File: src/rtl/wheel_speed_estimator.sv
// Per-wheel signed speed from free-running 10-bit encoder counts.
// Ports: clk, reset (sync, active-low), enable, r_count/l_count in;
//        r_speed/l_speed (10+AVG_LOG2, signed), speed_valid, sample_err out.
module wheel_speed_estimator #(
    parameter int SAMPLE_CYCLES = 500000,
    parameter int AVG_LOG2      = 2,
    parameter int MAX_TRIES     = 3
) (
    input  logic                  clk,
    input  logic                  reset,
    input  logic                  enable,
    input  logic [9:0]            r_count,
    input  logic [9:0]            l_count,
    output logic [10+AVG_LOG2-1:0] r_speed,
    output logic [10+AVG_LOG2-1:0] l_speed,
    output logic                  speed_valid,
    output logic                  sample_err
);

    localparam int W     = 10 + AVG_LOG2;
    localparam int DEPTH = 1 << AVG_LOG2;
    localparam int PW    = $clog2(SAMPLE_CYCLES);
    localparam int TW    = $clog2(MAX_TRIES + 1);

    typedef enum logic [2:0] {
        WAIT,
        CAP_A,
        CAP_B,
        COMPUTE,
        ERR
    } state_t;

    state_t         state;
    logic [PW-1:0]  prescaler;
    logic [TW-1:0]  tries;
    logic           primed;
    logic           tick;

    logic [9:0]     r_a, l_a, r_b, l_b;
    logic [9:0]     r_prev, l_prev;
    logic [9:0]     r_hist [DEPTH];
    logic [9:0]     l_hist [DEPTH];

    logic [9:0]     r_delta, l_delta;
    logic [W-1:0]   r_sum_nxt, l_sum_nxt;

    function automatic logic [W-1:0] sext(input logic [9:0] v);
        return {{AVG_LOG2{v[9]}}, v};
    endfunction

    assign tick = (prescaler == PW'(SAMPLE_CYCLES - 1));

    // Modular subtraction handles encoder wrap; the 10-bit result
    // is read as two's complement.
    assign r_delta = r_b - r_prev;
    assign l_delta = l_b - l_prev;

    // The speed outputs double as the running sums: both only ever
    // change together, in COMPUTE, and both clear on reset.
    assign r_sum_nxt = r_speed + sext(r_delta) - sext(r_hist[DEPTH-1]);
    assign l_sum_nxt = l_speed + sext(l_delta) - sext(l_hist[DEPTH-1]);

    always_ff @(posedge clk) begin
        if (!reset) begin
            state       <= WAIT;
            prescaler   <= '0;
            tries       <= '0;
            primed      <= 1'b0;
            r_a         <= '0;
            l_a         <= '0;
            r_b         <= '0;
            l_b         <= '0;
            r_prev      <= '0;
            l_prev      <= '0;
            r_speed     <= '0;
            l_speed     <= '0;
            speed_valid <= 1'b0;
            sample_err  <= 1'b0;
            for (int i = 0; i < DEPTH; i++) begin
                r_hist[i] <= '0;
                l_hist[i] <= '0;
            end
        end else begin
            speed_valid <= 1'b0;
            sample_err  <= 1'b0;
            if (!enable) begin
                prescaler <= '0;
                state     <= WAIT;
                primed    <= 1'b0;
                tries     <= '0;
            end else begin
                prescaler <= tick ? '0 : prescaler + PW'(1);
                unique case (state)
                    WAIT: begin
                        if (tick) begin
                            r_a   <= r_count;
                            l_a   <= l_count;
                            tries <= tries + TW'(1);
                            state <= CAP_A;
                        end
                    end
                    CAP_A: begin
                        r_b   <= r_count;
                        l_b   <= l_count;
                        state <= CAP_B;
                    end
                    CAP_B: begin
                        // Two equal back-to-back reads mean the async
                        // counter was not mid-update when sampled.
                        if (r_a == r_b && l_a == l_b) begin
                            state <= COMPUTE;
                        end else if (tries < TW'(MAX_TRIES)) begin
                            r_a   <= r_count;
                            l_a   <= l_count;
                            tries <= tries + TW'(1);
                            state <= CAP_A;
                        end else begin
                            sample_err <= 1'b1;
                            state      <= ERR;
                        end
                    end
                    ERR: begin
                        tries <= '0;
                        state <= WAIT;
                    end
                    COMPUTE: begin
                        tries  <= '0;
                        state  <= WAIT;
                        r_prev <= r_b;
                        l_prev <= l_b;
                        if (!primed) begin
                            primed <= 1'b1;
                        end else begin
                            r_hist[0] <= r_delta;
                            l_hist[0] <= l_delta;
                            for (int i = 1; i < DEPTH; i++) begin
                                r_hist[i] <= r_hist[i-1];
                                l_hist[i] <= l_hist[i-1];
                            end
                            r_speed     <= r_sum_nxt;
                            l_speed     <= l_sum_nxt;
                            speed_valid <= 1'b1;
                        end
                    end
                    default: state <= WAIT;
                endcase
            end
        end
    end

endmodule

File: config.mk
export PLATFORM = sky130hd
export DESIGN_NAME = wheel_speed_estimator
export DESIGN_NICKNAME = d
export VERILOG_FILES = /design/src/rtl/wheel_speed_estimator.sv
export SDC_FILE = /design/constraint.sdc
export NUM_CORES = 1
export LEC_CHECK = 0
export BUFFER_PORTS_ARGS = -buffer_cell sky130_fd_sc_hd__clkbuf_2
export CORE_AREA = 3 3 109 163
export DETAILED_ROUTE_END_ITERATION = 7
export DIE_AREA = 0 0 112 166
export PLACE_DENSITY = 0.81
export SLEW_MARGIN = 40
export SYNTH_ARGS = -nofsm -noshare
export SYNTH_HDL_FRONTEND = slang
export SYNTH_SLANG_ARGS = --single-unit
export TNS_END_PERCENT = 20
File: constraint.sdc
create_clock -name clk -period 11.7 [get_ports clk]
set_input_delay 0.585 -clock clk [delete_from_list [all_inputs] [get_ports clk]]
set_output_delay 0.585 -clock clk [all_outputs]
set_load 0.1 [all_outputs]
=== After elaboration in Yosys (flattened, before gate mapping) ===
Memories as Yosys holds them, arrays and structs flattened.
Cells that the tools add are included.

* Memories kept: 2
* RAM bits: 80
* Output and inout bits: 26
* Bits of input ports: 23
* Flip-flop bits (word level): 111
* Word-level logic and storage cells: 90

{| class="wikitable"
|+ Memory list
! name !! words !! width !! rd ports !! clocked after memory_dff !! write ports !! RTL line !! RTL
|-
| l_hist || 4 || 10 || 4 || 0 || 4 || 42 || <nowiki>logic [9:0] l_hist [DEPTH];</nowiki>
|-
| r_hist || 4 || 10 || 4 || 0 || 4 || 41 || <nowiki>logic [9:0] r_hist [DEPTH];</nowiki>
|}

* Order comparisons: 1
* Bitwise operators: 11
* Reduce and logical (&&, ||, !) cells: 13
* Equality and inequality tests: 10
* Mux-type cells: 31
* Add/subtract/negate cells: 8

{| class="wikitable"
|+ Operators with widths
! kind !! count
|-
| $mux W10 || 14
|-
| $pmux W10 S2 || 2
|-
| $add A12 B12 Y12 || 2
|-
| $sub A12 B12 Y12 || 2
|-
| $eq A10 B10 Y1 || 2
|-
| $sub A10 B10 Y10 || 2
|-
| $add A19 B1 Y19 const B || 1
|-
| $eq A19 B19 Y1 const B || 1
|-
| $mux W3 || 3
|-
| $pmux W3 S3 || 1
|-
| $or A1 B1 Y1 || 8
|-
| $mux W1 || 7
|-
| $eq A3 B2 Y1 const B || 2
|-
| $mux W2 || 3
|-
| $ne A2 B2 Y1 const B || 3
|-
| $pmux W2 S3 || 1
|-
| $reduce_and A2 Y1 || 3
|-
| $reduce_and A5 Y1 || 1
|-
| $reduce_and A4 Y1 || 1
|-
| $reduce_or A4 Y1 || 1
|-
| $eq A3 B1 Y1 const B || 1
|-
| $eq A3 B3 Y1 const B || 1
|-
| $logic_not A3 Y1 || 1
|-
| $not A1 Y1 || 3
|-
| other kinds (8) || 8
|}

=== Logic depth before layout (Yosys ltp) ===
* Depth after elaboration: 6
* Depth in mapped cells: 20
* Mapped depth without buffers: 20

=== Worst setup path before layout ===
No wires, ideal clock.

* Kind: input -> register
* Start point: input enable
* End point: register l_speed[4]
* Setup slack: 7.643 ns
* Arrival: 3.785 ns
* Path buffers: 2
* Setup time: 0.273 ns
* Stages: 6
* Required time: 11.427 ns
* Path through: and3_1 -> clkbuf_1 -> a21boi_2 -> inv_2 -> clkbuf_1 -> o32ai_1

* Longest elaborated chain between the ends: 1

{| class="wikitable"
|+ Ends and longest elaborated chain
! what !! RTL line !! RTL
|-
| start: declaration || 11 || <nowiki>input logic enable,</nowiki>
|-
| $reduce_and A3 Y1 (no line) || -- ||
|-
| end signal: assignment || 141 || <nowiki>l_speed <= l_sum_nxt;</nowiki>
|-
| end: declaration || 15 || <nowiki>output logic [10+AVG_LOG2-1:0] l_speed,</nowiki>
|}

No other way between the ends.
A chain may end at the register's enable or synchronous reset.

=== Worst setup path after layout ===
* Start point: register l_b[2]
* End point: register l_speed[11]

* Longest elaborated chain between the ends: 3

{| class="wikitable"
|+ Ends and longest elaborated chain
! what !! RTL line !! RTL
|-
| start: declaration || 39 || <nowiki>logic [9:0] r_a, l_a, r_b, l_b;</nowiki>
|-
| start signal: assignment || 104 || <nowiki>l_b <= l_count;</nowiki>
|-
| $sub A10 B10 Y10 || 56 || <nowiki>assign l_delta = l_b - l_prev;</nowiki>
|-
| $add A12 B12 Y12 || 61 || <nowiki>assign l_sum_nxt = l_speed + sext(l_delta) - sext(l_hist[DEPTH-1]);</nowiki>
|-
| $sub A12 B12 Y12 || 61 ||
|}

No other way between the ends.

==> flow_summary.html <==
<table>
<tr><th>Metric</th><th>Value</th></tr>
<tr><th colspan="2">Worst setup path</th></tr>
<tr><td>Required time worst endpoint</td><td>11.99 ns</td></tr>
<tr><td>Data arrival time of the critical path</td><td>4.61 ns</td></tr>
<tr><td>Type of element capturing the critical path</td><td>register</td></tr>
<tr><td>Timing startpoint of the critical path</td><td>l_b[2]$_SDFFE_PN0P_</td></tr>
<tr><td>R2r setup slk</td><td>7.38 ns</td></tr>
<tr><td>Peak fanout along the critical path</td><td>5</td></tr>
<tr><td>Nature of the critical path startpoint</td><td>register</td></tr>
<tr><td>Critical path endpoint</td><td>l_speed[11]$_SDFFE_PN0P_</td></tr>
<tr><td>Worst r2r path cells</td><td>18</td></tr>
<tr><td>Critical path class</td><td>reg -&gt; reg</td></tr>
<tr><td>Reg2reg end</td><td>l_speed[11]$_SDFFE_PN0P_</td></tr>
<tr><td>Reg2reg start</td><td>l_b[2]$_SDFFE_PN0P_</td></tr>
<tr><th colspan="2">Yosys</th></tr>
<tr><td>Fraction of registers with async set or reset after synthesis</td><td>0%</td></tr>
<tr><td>Number of warnings issued by yosys</td><td>0</td></tr>
<tr><td>Synth Net Count</td><td>1075</td></tr>
<tr><td>Most common flop cell mapped by yosys</td><td>dfxtp_1</td></tr>
<tr><td>Count of flip-flops with a built-in enable after synthesis</td><td>80</td></tr>
<tr><td>Syn_area_per_cell</td><td>9.91 sq um</td></tr>
<tr><td>Post-Synthesis Cells</td><td>between 900 and 1000</td></tr>
<tr><td>Post-synth top area share</td><td>roughly 25%</td></tr>
<tr><td>Count of cell types in the netlist</td><td>63</td></tr>
<tr><td>Fraction of the yosys area taken by sequential cells</td><td>47.4%</td></tr>
<tr><td>Number of storage elements in the synthesis netlist</td><td>about 190</td></tr>
<tr><td>Largest cells by area after synthesis</td><td>edfxtp_1, dfxtp_1, ha_1, nand2_1, fa_1</td></tr>
<tr><td>Cell area after synthesis</td><td>9750 sq um</td></tr>
<tr><td>Synth area leader</td><td>edfxtp_1</td></tr>
<tr><th colspan="2">Timing</th></tr>
<tr><td>Final Cycle Share</td><td>36.9%</td></tr>
<tr><td>Clk_skew</td><td>0.0112 ns</td></tr>
<tr><td>Slew Limit Fails</td><td>0</td></tr>
<tr><td>RSZ-0062 raised after global routing</td><td>no</td></tr>
<tr><td>Transition time of the tightest slew-check pin</td><td>0.781 ns</td></tr>
<tr><td>Max Clock Freq</td><td>0.232 GHz</td></tr>
<tr><td>WHS</td><td>0.393 ns</td></tr>
<tr><td>Final critical path time including I/O delays and setup</td><td>4.32 ns</td></tr>
<tr><td>Final count of negative-setup-slack endpoints</td><td>0</td></tr>
<tr><td>Number of failing hold endpoints at the final stage</td><td>0</td></tr>
<tr><td>Remaining max-slew budget at the tightest pin</td><td>47.9%</td></tr>
<tr><td>Total negative setup slack</td><td>0 ns</td></tr>
<tr><th colspan="2">Placement</th></tr>
<tr><td>HPWL Detailed</td><td>12600 um</td></tr>
<tr><td>Placer's final routability congestion estimate</td><td>0.870</td></tr>
<tr><td>Total of buffers placed on input and output ports</td><td>48</td></tr>
<tr><td>Post-DP Area</td><td>10100 sq um</td></tr>
<tr><th colspan="2">Layout</th></tr>
<tr><td>Layout Cell Area excl Fill</td><td>10700 sq um</td></tr>
<tr><td>Fraction of layout instances using a drive strength above 1</td><td>11.8%</td></tr>
<tr><td>Area growth from synthesis to final layout</td><td>9.67%</td></tr>
<tr><td>Diode count</td><td>0</td></tr>
<tr><td>Number of nets in the layout</td><td>1111</td></tr>
<tr><td># fillers</td><td>1307</td></tr>
<tr><th colspan="2">Min path</th></tr>
<tr><td>Hold path start</td><td>l_count[7]</td></tr>
<tr><td>Hold WC Path Type</td><td>in -&gt; reg</td></tr>
<tr><th colspan="2">Clocking</th></tr>
<tr><td>Sink Count</td><td>191</td></tr>
<tr><td>Resize count post-CTS</td><td>0</td></tr>
<tr><td>Total CTS buffers</td><td>17</td></tr>
<tr><td>Root Buffer</td><td>clkbuf_16</td></tr>
<tr><td>Post-cts hold buffer count</td><td>0</td></tr>
<tr><td>H-tree depth</td><td>4</td></tr>
<tr><td>Source-to-sink clock delay at the later pin of the worst-skew pair</td><td>about 0.42 ns</td></tr>
<tr><td>Number of setup buffers added after CTS</td><td>0</td></tr>
<tr><td>Worst-path clk slew</td><td>0.07 ns</td></tr>
<tr><td>Number of buffers on the longest clock path</td><td>2</td></tr>
<tr><td>CTS tree</td><td>built</td></tr>
<tr><th colspan="2">Floorplanning</th></tr>
<tr><td>Starting Density</td><td>about three fifths</td></tr>
<tr><td>Die span in y</td><td>166 um</td></tr>
<tr><td>I/O pin total</td><td>49</td></tr>
<tr><td>Die width</td><td>112 um</td></tr>
<tr><td>Rows</td><td>57</td></tr>
<tr><td>Area of the core region</td><td>16300 sq um</td></tr>
<tr><td>Die area</td><td>18600 sq um</td></tr>
<tr><th colspan="2">Detailed routing</th></tr>
<tr><td>Number of DRC violations after detailed routing</td><td>0</td></tr>
<tr><td>Starting DRT DRC Count</td><td>279</td></tr>
<tr><td>Wire length reported by the detailed router</td><td>approximately 18000 um</td></tr>
<tr><td>Antenna violation net count after detailed routing</td><td>0</td></tr>
<tr><td>Post-DR wirelength/cell</td><td>14.4 um</td></tr>
<tr><td>Drt pass-1 iters</td><td>4</td></tr>
<tr><td>DR vias</td><td>6702</td></tr>
<tr><td>Vias per cell</td><td>~5.4</td></tr>
<tr><th colspan="2">Global routing</th></tr>
<tr><td>Initial antenna violation count</td><td>0</td></tr>
<tr><td>Maximum number of pins on one net before global-route repair</td><td>85</td></tr>
<tr><td>Via count of the first global-routing pass</td><td>6645</td></tr>
<tr><td>Aggregate global-route resource usage</td><td>20.2%</td></tr>
<tr><td>First-pass GRT wire length</td><td>just over 30000 um</td></tr>
<tr><td>Aggregate global routing overflow</td><td>0</td></tr>
<tr><th colspan="2">Power</th></tr>
<tr><td>Largest voltage drop on the vdd net</td><td>~0.000094 V</td></tr>
<tr><td>Total power density per cell area</td><td>about 120 nW/um^2</td></tr>
<tr><td>Overall power consumption</td><td>1.30 mW</td></tr>
<tr><td>Lkg Pwr</td><td>4.24 nW</td></tr>
<tr><th colspan="2">Job</th></tr>
<tr><td>Number of maximum-capacitance constraint violations</td><td>0</td></tr>
<tr><th colspan="2">Status</th></tr>
<tr><td>Status</td><td>finished clean</td></tr>
</table>
==> where the power goes <==
part | switching, mW | internal (mW)
sequential | 0.00297 | 0.702
clock | 0.250 | 0.309
combinational | 0.0256 | 0.0141
==> per-stage QoR <==
step	util, %	instances	setup slack, ns
3_3_place_gp	61.9	1207	7.54
6_report	65.5	1239	7.38
4_1_cts	65.4	1239	7.42
5_1_grt	65.5	1239	7.00
3_5_place_dp	61.9	1207	7.41
2_1_floorplan	-	984	7.64
==> cell families after synthesis <==
group | Yosys count | share of synthesized area (%)
and+or+nand+nor | 354 | 18.0
DFF | 191 | 47.4
AOI/OAI and AO/OA | 170 | 12.1
buffers and inverters | 129 | 5.35
xor gates and xnor gates | 71 | 6.38
adders and majority gates | 68 | 10.6
muxes | 1 | 0.103
==> per-layer routing <==
metal  track usage [%]  vias up  wire (um)
met4              7.90        0        463
met1              25.4     3163       7580
met5                 0        -          0
met3              3.54       40        591
li1                  -     3386          -
met2              34.8      113       9230
==> layout make-up <==
cell class / count / area (sq um) / share of cell area [%]
clock inverter: 11 / 91.3 / 0.854
clock buffer: 21 / 482 / 4.51
tap: 206 / 258 / 2.41
inverter: 93 / 354 / 3.31
timing repair buffer: 53 / 278 / 2.60
sequential: 191 / 4620 / 43.3
multi-input combinational: 664 / 4600 / 43.1
==> registers in the layout, summed over array words and instances, names as in the netlist, 2 cells and up <==
name       count
l_a           10
l_b           10
l_hist        40
l_prev        10
l_speed       12
prescaler     19
r_a           10
r_b           10
r_hist        40
r_prev        10
r_speed       12
state          3
tries          2
==> critical path: stages (launching register included) <==
cell and delay (ns):
dfxtp_1 0.35, ha_1 0.36, o21ai_0 0.26, a21oi_1 0.08
o21ai_0 0.21, a21boi_0 0.12, o21ai_0 0.26, a21oi_1 0.13
or2_2 0.32, fa_1 0.51, inv_1 0.04, ha_1 0.34
a211oi_1 0.26, nor2_1 0.09, a311o_1 0.32, a21oi_1 0.17
xnor2_1 0.15, xnor2_1 0.14, o21ai_0 0.08
==> cells in the final DEF, fill, tap and decap left out, types with 38 or more instances in the layout <==
cell type and count:
and2_1 65, clkbuf_2 48, a21boi_0 45, nor2_1 62, edfxtp_1 80, xor2_1 38
nand2_1 129, dfxtp_1 111, ha_1 44, inv_1 91
==> cells in the mapped netlist, types with 5 or more instances <==
cell type	count
a211oi_1	6
a21boi_0	45
a21oi_1	25
and2_1	65
and3_1	8
clkbuf_1	27
dfxtp_1	111
edfxtp_1	80
fa_1	24
ha_1	44
inv_1	91
nand2_1	129
nand2b_1	11
nand3_1	24
nand3_2	10
nand4_1	10
nor2_1	62
nor3_1	10
nor4_1	5
o21a_1	5
o21ai_0	30
o21ai_1	5
o21ai_2	15
o21bai_1	5
o22ai_1	7
xnor2_1	33
xor2_1	38
==> worst min path at each step <==
| stage | to | depth (start not counted) | slack, ns |
|---|---|---|---|
| floorplan | prescaler[0]$_SDFF_PP0_ | 1 | 0.43 |
| global placement | prescaler[0]$_SDFF_PP0_ | 1 | 0.44 |
| detailed placement | prescaler[0]$_SDFF_PP0_ | 1 | 0.45 |
| CTS | l_a[7]$_SDFFE_PN0P_ | 3 | 0.37 |
| global route | l_a[8]$_SDFFE_PN0P_ | 3 | 0.39 |
| finish | l_a[7]$_SDFFE_PN0P_ | 3 | 0.39 |
No activity file was read; power rests on OpenSTA's default activity.
